**src/rtl/lsu_mem_port_if.sv**
```systemverilog
// Core-side request/response channel and data-memory bus of the load/store unit.
// master: the LSU itself; slave: the core plus memory environment.
interface lsu_mem_port_if;
    logic        req_valid;
    logic        req_ready;
    logic        req_wr;
    logic [2:0]  req_op;
    logic [31:0] req_addr;
    logic [31:0] req_wdata;
    logic        resp_valid;
    logic        resp_ready;
    logic [31:0] resp_rdata;
    logic        resp_err;
    logic        mem_req;
    logic        mem_we;
    logic [31:0] mem_addr;
    logic [31:0] mem_wdata;
    logic [3:0]  mem_wmask;
    logic        mem_gnt;
    logic        mem_rvalid;
    logic [31:0] mem_rdata;

    modport master (
        input  req_valid, req_wr, req_op, req_addr, req_wdata, resp_ready,
        input  mem_gnt, mem_rvalid, mem_rdata,
        output req_ready, resp_valid, resp_rdata, resp_err,
        output mem_req, mem_we, mem_addr, mem_wdata, mem_wmask
    );

    modport slave (
        output req_valid, req_wr, req_op, req_addr, req_wdata, resp_ready,
        output mem_gnt, mem_rvalid, mem_rdata,
        input  req_ready, resp_valid, resp_rdata, resp_err,
        input  mem_req, mem_we, mem_addr, mem_wdata, mem_wmask
    );
endinterface

```
**src/rtl/lsu_mem_port.sv**
```systemverilog
// Load/store unit: alignment/legality checks, store lane steering, load extension and a
// req/gnt/rvalid bus handshake with timeout. One request outstanding at a time.
module lsu_mem_port #(
    parameter int unsigned TIMEOUT = 255,
    parameter int unsigned CNT_W   = 16
) (
    input  logic           clk,
    input  logic           rst,
    lsu_mem_port_if.master bus
);

    typedef enum logic [1:0] {StIdle, StIssue, StWait, StResp} state_e;

    localparam logic [CNT_W-1:0] CntLast = CNT_W'(TIMEOUT - 1);

    state_e           state_q, state_d;
    logic [CNT_W-1:0] cnt_q, cnt_d;
    logic             wr_q, wr_d;
    logic [2:0]       op_q, op_d;
    logic [31:0]      addr_q, addr_d;
    logic [31:0]      wdata_q, wdata_d;
    logic [31:0]      rdata_q, rdata_d;
    logic             err_q, err_d;

    logic             req_err;
    logic             timeout;
    logic [7:0]       ld_byte;
    logic [15:0]      ld_half;
    logic [31:0]      ld_data;

    // Legality and alignment of the incoming request, evaluated only in StIdle.
    always_comb begin
        req_err = 1'b0;
        case (bus.req_op)
            3'b000:         req_err = 1'b0;
            3'b001, 3'b101: req_err = bus.req_addr[0] | (bus.req_wr & bus.req_op[2]);
            3'b010:         req_err = |bus.req_addr[1:0];
            3'b100:         req_err = bus.req_wr;
            default:        req_err = 1'b1;
        endcase
    end

    always_comb begin
        ld_byte = bus.mem_rdata[{addr_q[1:0], 3'b000} +: 8];
        ld_half = bus.mem_rdata[{addr_q[1], 4'b0000} +: 16];
        case (op_q)
            3'b000:  ld_data = {{24{ld_byte[7]}}, ld_byte};
            3'b001:  ld_data = {{16{ld_half[15]}}, ld_half};
            3'b100:  ld_data = {24'h0, ld_byte};
            3'b101:  ld_data = {16'h0, ld_half};
            default: ld_data = bus.mem_rdata;
        endcase
    end

    always_comb begin
        state_d = state_q;
        cnt_d   = cnt_q;
        wr_d    = wr_q;
        op_d    = op_q;
        addr_d  = addr_q;
        wdata_d = wdata_q;
        rdata_d = rdata_q;
        err_d   = err_q;
        // >= so a grant on the expiry cycle still times out in StWait unless rvalid arrives
        timeout = (cnt_q >= CntLast);

        unique case (state_q)
            StIdle: begin
                if (bus.req_valid) begin
                    wr_d    = bus.req_wr;
                    op_d    = bus.req_op;
                    addr_d  = bus.req_addr;
                    wdata_d = bus.req_wdata;
                    cnt_d   = '0;
                    rdata_d = '0;
                    err_d   = req_err;
                    state_d = req_err ? StResp : StIssue;
                end
            end
            StIssue: begin
                cnt_d = cnt_q + CNT_W'(1);
                if (bus.mem_gnt) begin
                    state_d = StWait;
                end else if (timeout) begin
                    state_d = StResp;
                    err_d   = 1'b1;
                    rdata_d = '0;
                end
            end
            StWait: begin
                cnt_d = cnt_q + CNT_W'(1);
                if (bus.mem_rvalid) begin
                    state_d = StResp;
                    err_d   = 1'b0;
                    rdata_d = wr_q ? 32'h0 : ld_data;
                end else if (timeout) begin
                    state_d = StResp;
                    err_d   = 1'b1;
                    rdata_d = '0;
                end
            end
            StResp: begin
                if (bus.resp_ready) begin
                    state_d = StIdle;
                end
            end
            default: state_d = StIdle;
        endcase
    end

    always_ff @(posedge clk or posedge rst) begin
        if (rst) begin
            state_q <= StIdle;
            cnt_q   <= '0;
            wr_q    <= 1'b0;
            op_q    <= 3'b000;
            addr_q  <= '0;
            wdata_q <= '0;
            rdata_q <= '0;
            err_q   <= 1'b0;
        end else begin
            state_q <= state_d;
            cnt_q   <= cnt_d;
            wr_q    <= wr_d;
            op_q    <= op_d;
            addr_q  <= addr_d;
            wdata_q <= wdata_d;
            rdata_q <= rdata_d;
            err_q   <= err_d;
        end
    end

    // All outputs decode registered state only.
    always_comb begin
        bus.req_ready  = (state_q == StIdle);
        bus.resp_valid = (state_q == StResp);
        bus.resp_rdata = (state_q == StResp) ? rdata_q : 32'h0;
        bus.resp_err   = (state_q == StResp) & err_q;
        bus.mem_req    = (state_q == StIssue);
        bus.mem_we     = (state_q == StIssue) & wr_q;
        bus.mem_addr   = {addr_q[31:2], 2'b00};
        bus.mem_wdata  = wdata_q;
        bus.mem_wmask  = 4'b0000;
        if (wr_q) begin
            case (op_q[1:0])
                2'b00: begin
                    bus.mem_wdata = {4{wdata_q[7:0]}};
                    bus.mem_wmask = 4'b0001 << addr_q[1:0];
                end
                2'b01: begin
                    bus.mem_wdata = {2{wdata_q[15:0]}};
                    bus.mem_wmask = 4'b0011 << addr_q[1:0];
                end
                default: bus.mem_wmask = 4'b1111;
            endcase
        end
        if (state_q != StIssue) begin
            bus.mem_wmask = 4'b0000;
        end
    end

endmodule

```
**src/flat_wrapper.sv**
```systemverilog
// flat-port wrapper written by rule: the top's interface ports become plain ports
module lsu_mem_port_flat 
#(
    parameter int unsigned TIMEOUT = 255,
    parameter int unsigned CNT_W   = 16
)
  (clk, rst, bus_req_valid, bus_req_wr, bus_req_op, bus_req_addr, bus_req_wdata, bus_resp_ready, bus_mem_gnt, bus_mem_rvalid, bus_mem_rdata, bus_req_ready, bus_resp_valid, bus_resp_rdata, bus_resp_err, bus_mem_req, bus_mem_we, bus_mem_addr, bus_mem_wdata, bus_mem_wmask);
  lsu_mem_port_if bus_i ();
  input  logic clk;
  input  logic rst;
  input wire logic [$bits(bus_i.req_valid)-1:0] bus_req_valid;
  input wire logic [$bits(bus_i.req_wr)-1:0] bus_req_wr;
  input wire logic [$bits(bus_i.req_op)-1:0] bus_req_op;
  input wire logic [$bits(bus_i.req_addr)-1:0] bus_req_addr;
  input wire logic [$bits(bus_i.req_wdata)-1:0] bus_req_wdata;
  input wire logic [$bits(bus_i.resp_ready)-1:0] bus_resp_ready;
  input wire logic [$bits(bus_i.mem_gnt)-1:0] bus_mem_gnt;
  input wire logic [$bits(bus_i.mem_rvalid)-1:0] bus_mem_rvalid;
  input wire logic [$bits(bus_i.mem_rdata)-1:0] bus_mem_rdata;
  output wire logic [$bits(bus_i.req_ready)-1:0] bus_req_ready;
  output wire logic [$bits(bus_i.resp_valid)-1:0] bus_resp_valid;
  output wire logic [$bits(bus_i.resp_rdata)-1:0] bus_resp_rdata;
  output wire logic [$bits(bus_i.resp_err)-1:0] bus_resp_err;
  output wire logic [$bits(bus_i.mem_req)-1:0] bus_mem_req;
  output wire logic [$bits(bus_i.mem_we)-1:0] bus_mem_we;
  output wire logic [$bits(bus_i.mem_addr)-1:0] bus_mem_addr;
  output wire logic [$bits(bus_i.mem_wdata)-1:0] bus_mem_wdata;
  output wire logic [$bits(bus_i.mem_wmask)-1:0] bus_mem_wmask;
  assign bus_i.req_valid = bus_req_valid;
  assign bus_i.req_wr = bus_req_wr;
  assign bus_i.req_op = bus_req_op;
  assign bus_i.req_addr = bus_req_addr;
  assign bus_i.req_wdata = bus_req_wdata;
  assign bus_i.resp_ready = bus_resp_ready;
  assign bus_i.mem_gnt = bus_mem_gnt;
  assign bus_i.mem_rvalid = bus_mem_rvalid;
  assign bus_i.mem_rdata = bus_mem_rdata;
  assign bus_req_ready = bus_i.req_ready;
  assign bus_resp_valid = bus_i.resp_valid;
  assign bus_resp_rdata = bus_i.resp_rdata;
  assign bus_resp_err = bus_i.resp_err;
  assign bus_mem_req = bus_i.mem_req;
  assign bus_mem_we = bus_i.mem_we;
  assign bus_mem_addr = bus_i.mem_addr;
  assign bus_mem_wdata = bus_i.mem_wdata;
  assign bus_mem_wmask = bus_i.mem_wmask;
  lsu_mem_port #(.TIMEOUT(TIMEOUT), .CNT_W(CNT_W)) u_core (.clk(clk), .rst(rst), .bus(bus_i));
endmodule
```
**config.mk**
```make
export PLATFORM = sky130hd
export DESIGN_NAME = lsu_mem_port_flat
export DESIGN_NICKNAME = d
export VERILOG_FILES = /design/src/rtl/lsu_mem_port_if.sv /design/src/rtl/lsu_mem_port.sv /design/src/flat_wrapper.sv
export SDC_FILE = /design/constraint.sdc
export NUM_CORES = 1
export LEC_CHECK = 0
export BUFFER_PORTS_ARGS = -buffer_cell sky130_fd_sc_hd__buf_4
export CAP_MARGIN = 15
export CORE_ASPECT_RATIO = 2
export CORE_UTILIZATION = 35
export CTS_CLUSTER_DIAMETER = 60
export DETAILED_ROUTE_END_ITERATION = 10
export MAX_ROUTING_LAYER = met4
export PLACE_DENSITY_LB_ADDON = 0.15
export REMOVE_ABC_BUFFERS = 1
export SLEW_MARGIN = 10
export SYNTH_ARGS = -nofsm -noshare
export SYNTH_HDL_FRONTEND = slang
export SYNTH_SLANG_ARGS = --single-unit
```
**constraint.sdc**
```tcl
create_clock -name clk -period 9.04 [get_ports clk]
set_clock_uncertainty 0.2 [all_clocks]
set_input_delay 1.356 -clock clk [delete_from_list [all_inputs] [get_ports clk]]
set_output_delay 1.356 -clock clk [all_outputs]
set_load 0.03 [all_outputs]
```
==> impl_metrics.yaml, run 1 <==
power_and_ir_drop:
  p_leak_nw: 3.86
  ir_drop_mv: 0.252
  power.density_nw_per_um2: 385
sta:
  hold_violations: 0
  hold-worst-slack_ps: 281
  max_freq_ghz: 0.240
  timing.final.crit_share: 0.462
  max_slew.worst_pin.slew_ps: 1120
  tns_ps: 0
  slew_violations: 0
  layout_min_cycle_time_ps: 4170
  slew_headroom: 0.251
  setup_viol_count_final: 0
  rsz0062_at_grt: "false"
cells_and_area:
  syn_to_final_growth_pct: 33.2
  final_cell_mix: "buf_4 (213), dfrtp_1 (119), mux2_2 (93)"
  ff_latch_area_um2: 2980
  fill_cells: 1620
  multiInputGateArea_um2: 2790
  final_common_cell: "buf_4"
  nets: 824
  drive_above_1_share: 0.476
  num_antenna_cells: 0
synth:
  synth-warning-count: 0
  synth-async-reset-ratio: 1.00
  synth_edf_count: 0
  ys_seq_area_frac: 0.476
  syn_area_um2: 6250
  synth_ff_type: "dfrtp_1"
  yosys_register_bits: 119
  synthCells: 553
  synth_cell_types: 58
  synth.avg_cell_area_um2: 11.3
global_route:
  grt_pass1_vias: 5148
  track_usage: 0.203
  grt_pass1_wl_um: 26900
  grt_max_degree: 69
  antenna_found_initial: 0
  overflow: 0
clock_tree:
  clk_latency_ps: 410
  h-tree-depth: 4
  cts_sinks: 119
  hold_buffers: 0
  cts_setup_buffers: 0
  cts_made_buffers: 17
  cts_resized: 0
  clock-root-buffer: "clkbuf_16"
  clkTransAtPathRegs_ps: 50
  cts_buffer_depth: 2
  cts_tree: "built"
floorplanning:
  die-area_um2: 18400
  rows: 68
  core_area_um2: 17400
  start_util: 0.360
  ios: 211
  dieWidth_um: 96.5
  die_h_um: 191
drt:
  drcViolationCount: 0
  ant_nets: 0
  drt-total-wl_um: 18000
  first_pass_iters: 4
  vias_per_cell: 5.26
  detailroute.via_count: 4912
  drt-initial-drc-count: 232
  wl_per_cell_um: 19.3
hold_path:
  hp-class: "reg -> reg"
  min_path_cells: 1
worst_setup_path:
  crit_family: "simple AND/OR/NAND/NOR gates"
  cp_num_cells: 4
  cp_slowest_cell: "nand2_1"
  cp-end-kind: "primary output"
  worstPathArrival_ps: 2620
  critPathBufInv: 2
  crit_chain: "inv_1, nand2_1, mux2_2, buf_4"
  critical_path_class: "reg -> out"
  worstSetupStartpointType: "flip-flop"
  max_stage_delay_ps: 630
  r2r_cells: 6
  critical_path_required_ps: 7480
  crit_path_max_fanout: 24
placed_design:
  portBuffers: 208
  dp.final_hpwl_um: 13300
  place_congestion: 0.847
job:
  drv_cap: 0
status:
  outcome: "completed"
metrics by stage:
stage | area (um^2) | setup slack (ps) | std cells | util | power [mW]
finish | 8330 | 4870 | 933 | 0.480 | 3.21
global route | 8330 | 4640 | 933 | 0.480 | 3.37
CTS | 8330 | 4790 | 933 | 0.480 | 3.24
detailed placement | 7670 | 5240 | 903 | 0.442 | 2.47
global placement | 7670 | 5300 | 903 | 0.442 | 2.44
floorplan | 5800 | 4330 | 480 | - | 1.89
cell type report:
| type | count | area share |
|---|---|---|
| flip-flops and latches | 119 | 0.358 |
| multi-input cells | 350 | 0.335 |
| repair buffers | 213 | 0.192 |
| clock buffers | 23 | 0.0586 |
| well taps | 210 | 0.0315 |
| clock inverters | 7 | 0.0200 |
| inverters | 11 | 0.00526 |
path summary, 6_finish.rpt:
kind	end	slack (ps)	from
max in group asynchronous	u_core.cnt_q[15]	6440	rst
setup reg to reg	u_core.rdata_q[28]	6100	u_core.state_q[1]
hold / removal	u_core.rdata_q[5]	280	u_core.rdata_q[5]
setup / recovery	bus_mem_wdata[18]	4870	u_core.op_q[1]
hold reg to reg	u_core.rdata_q[5]	280	u_core.rdata_q[5]
min in group asynchronous	u_core.addr_q[7]	880	rst
synth_stat cells, types with 3 or more instances:
cell type	instances	area, um^2
buf_4	40	300
buf_2	6	30.0
nand3_1	8	40.0
o31ai_1	5	37.5
o21ai_0	29	145
nand4_1	4	25.0
a221o_1	15	150
nor4_1	6	37.5
inv_1	11	41.3
a21boi_0	7	52.6
o2bb2ai_1	15	131
or4_1	4	30.0
or3_1	6	37.5
mux2_2	93	1050
buf_1	8	30.0
a21oi_1	16	80.1
o211ai_1	3	22.5
nand2_1	22	82.6
xnor2_1	4	35.0
nor2_1	17	63.8
and2_1	34	213
mux2i_1	9	90.1
nor2b_1	3	18.8
o221ai_1	7	61.3
dfrtp_1	119	2980
ha_1	6	75.1
clkbuf_1	18	67.6
per-layer routing:
metal | vias to the layer above | global-route usage | share of wire
met5 | - | - | 0
met4 | 0 | 0.0990 | 0.040
met3 | 32 | 0.0430 | 0.055
met2 | 209 | 0.367 | 0.55
met1 | 2387 | 0.198 | 0.36
li1 | 2284 | - | -
cell families (layout without fill, tap and decap cells):
group / after synthesis / in the layout / synth area share
buf+inv: 85 / 254 / 0.0787
xor+xnor: 5 / 5 / 0.00701
compound gates: 112 / 112 / 0.131
flops: 119 / 119 / 0.476
other cells: 1 / 2 / 0.000600
mux: 102 / 102 / 0.182
simple gates: 123 / 123 / 0.113
fa+ha+maj: 6 / 6 / 0.0120
state kept, by name, indices dropped and copies added (netlist names):
register	cells
u_core.addr_q	32
u_core.op_q	3
u_core.rdata_q	32
u_core.state_q	2
u_core.wr_q	1
u_core.err_q	1
u_core.cnt_q	16
u_core.wdata_q	32
where the power goes:
part / switching, mW / internal (mW)
sequential: 0.182 / 0.734
combinational: 0.900 / 0.636
clock: 0.239 / 0.516
Note: power is estimated with default switching activity, not from simulation.
==> run 2, diff against run 1 <==
clock period = 3.8 ns   (was 9.04 ns; I/O delays follow)
==> run 2 against run 1 <==
Compared with the run above:
- global-route usage rose by 0.40 points
- clock-buffer cell count fell by 2
- critical path depth grew 1
- register-to-register slack got worse by 5100 ps
- hold slack lost 90 ps
- critical path type unchanged
- critical endpoint is now bus_mem_wdata[19]
- largest cell class unchanged
- highest routed layer unchanged
==> impl_metrics.yaml, run 2 (same netlist as run 1, synthesis figures left out) <==
status:
  outcome: "completed"
drt:
  first_pass_iters: 4
  wl_per_cell_um: 19.2
  drt-total-wl_um: 18000
  vias_per_cell: 5.29
  detailroute.via_count: 4965
  drcViolationCount: 0
  drt-initial-drc-count: 199
  ant_nets: 0
clock_tree:
  cts_tree: "built"
  cts_made_buffers: 17
  clk_latency_ps: 410
  clkTransAtPathRegs_ps: 60
  clock-root-buffer: "clkbuf_16"
  h-tree-depth: 4
  cts_buffer_depth: 2
  cts_setup_buffers: 0
  cts_sinks: 119
worst_setup_path:
  worstSetupStartpointType: "flip-flop"
  cp-end-kind: "primary output"
  timing.rr.start: "u_core.cnt_q[8]"
  max_stage_delay_ps: 570
  critical_path_class: "reg -> out"
  crit_path_max_fanout: 24
  setup.worst_path.start: "u_core.op_q[1]"
  critical_path_required_ps: 3030
  crit_chain: "inv_1, nand2_1, buf_4, mux2_2, buf_4"
  worstPathArrival_ps: 2310
  r2r_setup_slack_ps: 950
  crit_top_cell: "buf_4"
  cp_slowest_cell: "dfrtp_1"
cells_and_area:
  syn_to_final_growth_pct: 33.6
  num_antenna_cells: 0
  largestRegisters: "u_core.addr_q (32), u_core.rdata_q (32), u_core.wdata_q (32)"
  drive_above_1_share: 0.480
  nets: 831
  finalNonFillerCells: 939
  final_common_cell: "buf_4"
  fill_cells: 1626
  final_cell_mix: "buf_4 (217), dfrtp_1 (119), mux2_2 (93)"
  fin_area_um2: 8350
power_and_ir_drop:
  p_sw_frac: 0.420
  power.density_nw_per_um2: 901
  total_power_mw: 7.52
  ir_drop_mv: 0.543
  power_frac_clock: 0.218
  comb_power_share: 0.496
  p_leak_nw: 3.88
  p_sw_mw: 3.16
  p_int_mw: 4.36
  power_frac_seq: 0.286
sta:
  rsz0062_at_grt: "false"
  slew_violations: 0
  max_slew.worst_pin.slew_ps: 1180
  slew_headroom: 0.212
  setup_viol_count_final: 0
  layout_min_cycle_time_ps: 3080
  timing.final.crit_share: 0.811
  tns_ps: 0
  hold_violations: 0
  max_freq_ghz: 0.324
floorplanning:
  die-area_um2: 18400
  rows: 68
  dieWidth_um: 96.5
  ios: 211
  core_area_um2: 17400
  die_h_um: 191
  start_util: 0.360
global_route:
  track_usage: 0.207
  grt_pass1_vias: 5235
  grt_pass1_wl_um: 27300
  overflow: 0
  grt_max_degree: 108
  antenna_found_initial: 0
hold_path:
  hp-class: "in -> reg"
  hold_start: "bus_req_addr[6]"
placed_design:
  postPlaceCellArea_um2: 7740
  dp.cells: 909
  dp.final_hpwl_um: 13300
  portBuffers: 208
  place_congestion: 0.878
job:
  drv_cap: 0
==> run 2: layout make-up <==
| cell class | count | area [um^2] | area share |
|---|---|---|---|
| multi-input combinational | 350 | 2790 | 0.334 |
| clock inverter | 8 | 124 | 0.0148 |
| inverter | 11 | 43.8 | 0.00525 |
| tap | 210 | 263 | 0.0315 |
| sequential | 119 | 2980 | 0.357 |
| clock buffer | 21 | 470 | 0.0563 |
| timing repair buffer | 220 | 1680 | 0.201 |
==> run 2: repair_timing <==
action | in CTS | in global routing
endpoints found under the hold margin | 12 | 0
gates resized for setup | 0 | 0
hold buffers | 1 | 0
==> run 2: per-layer routing <==
metal	share of wire	global-route usage	wire length [um]	vias to the layer above
li1	-	-	-	2291
met1	0.35	0.195	6240	2448
met2	0.57	0.377	10200	195
met3	0.051	0.0402	921	31
met4	0.038	0.115	686	0
met5	0	-	0	-
==> run 2: per-stage QoR <==
step	worst slack [ps]	hold slack [ps]	utilization
2_1_floorplan	-127	248	-
3_3_place_gp	1130	267	0.446
3_5_place_dp	982	270	0.446
4_1_cts	668	167	0.481
5_1_grt	535	169	0.481
6_report	717	191	0.481
==> run 2: worst paths after layout <==
kind                            depth (start not counted)                 end
worst max register to register                          5  u_core.rdata_q[23]
worst min-delay path                                    2    u_core.addr_q[6]
worst max-delay path                                    5   bus_mem_wdata[19]
max in group asynchronous                               4   u_core.rdata_q[7]
worst min register to register                          1  u_core.rdata_q[13]
min in group asynchronous                               3    u_core.addr_q[9]
==> run 2: power by group through the flow <==
stage	registers [mW]	clock network, mW	logic [mW]
floorplan	2.47	0	2.02
global placement	2.13	0	3.71
detailed placement	2.17	0	3.76
CTS	2.15	1.68	3.77
global route	2.22	1.73	3.98
finish	2.15	1.64	3.73
==> run 2: critical path: cells and delay by family, from the launching register on <==
| family | cells | cell delay (ps) |
|---|---|---|
| mux | 1 | 380 |
| flops | 1 | 570 |
| simple gates | 1 | 150 |
| buf+inv | 3 | 790 |
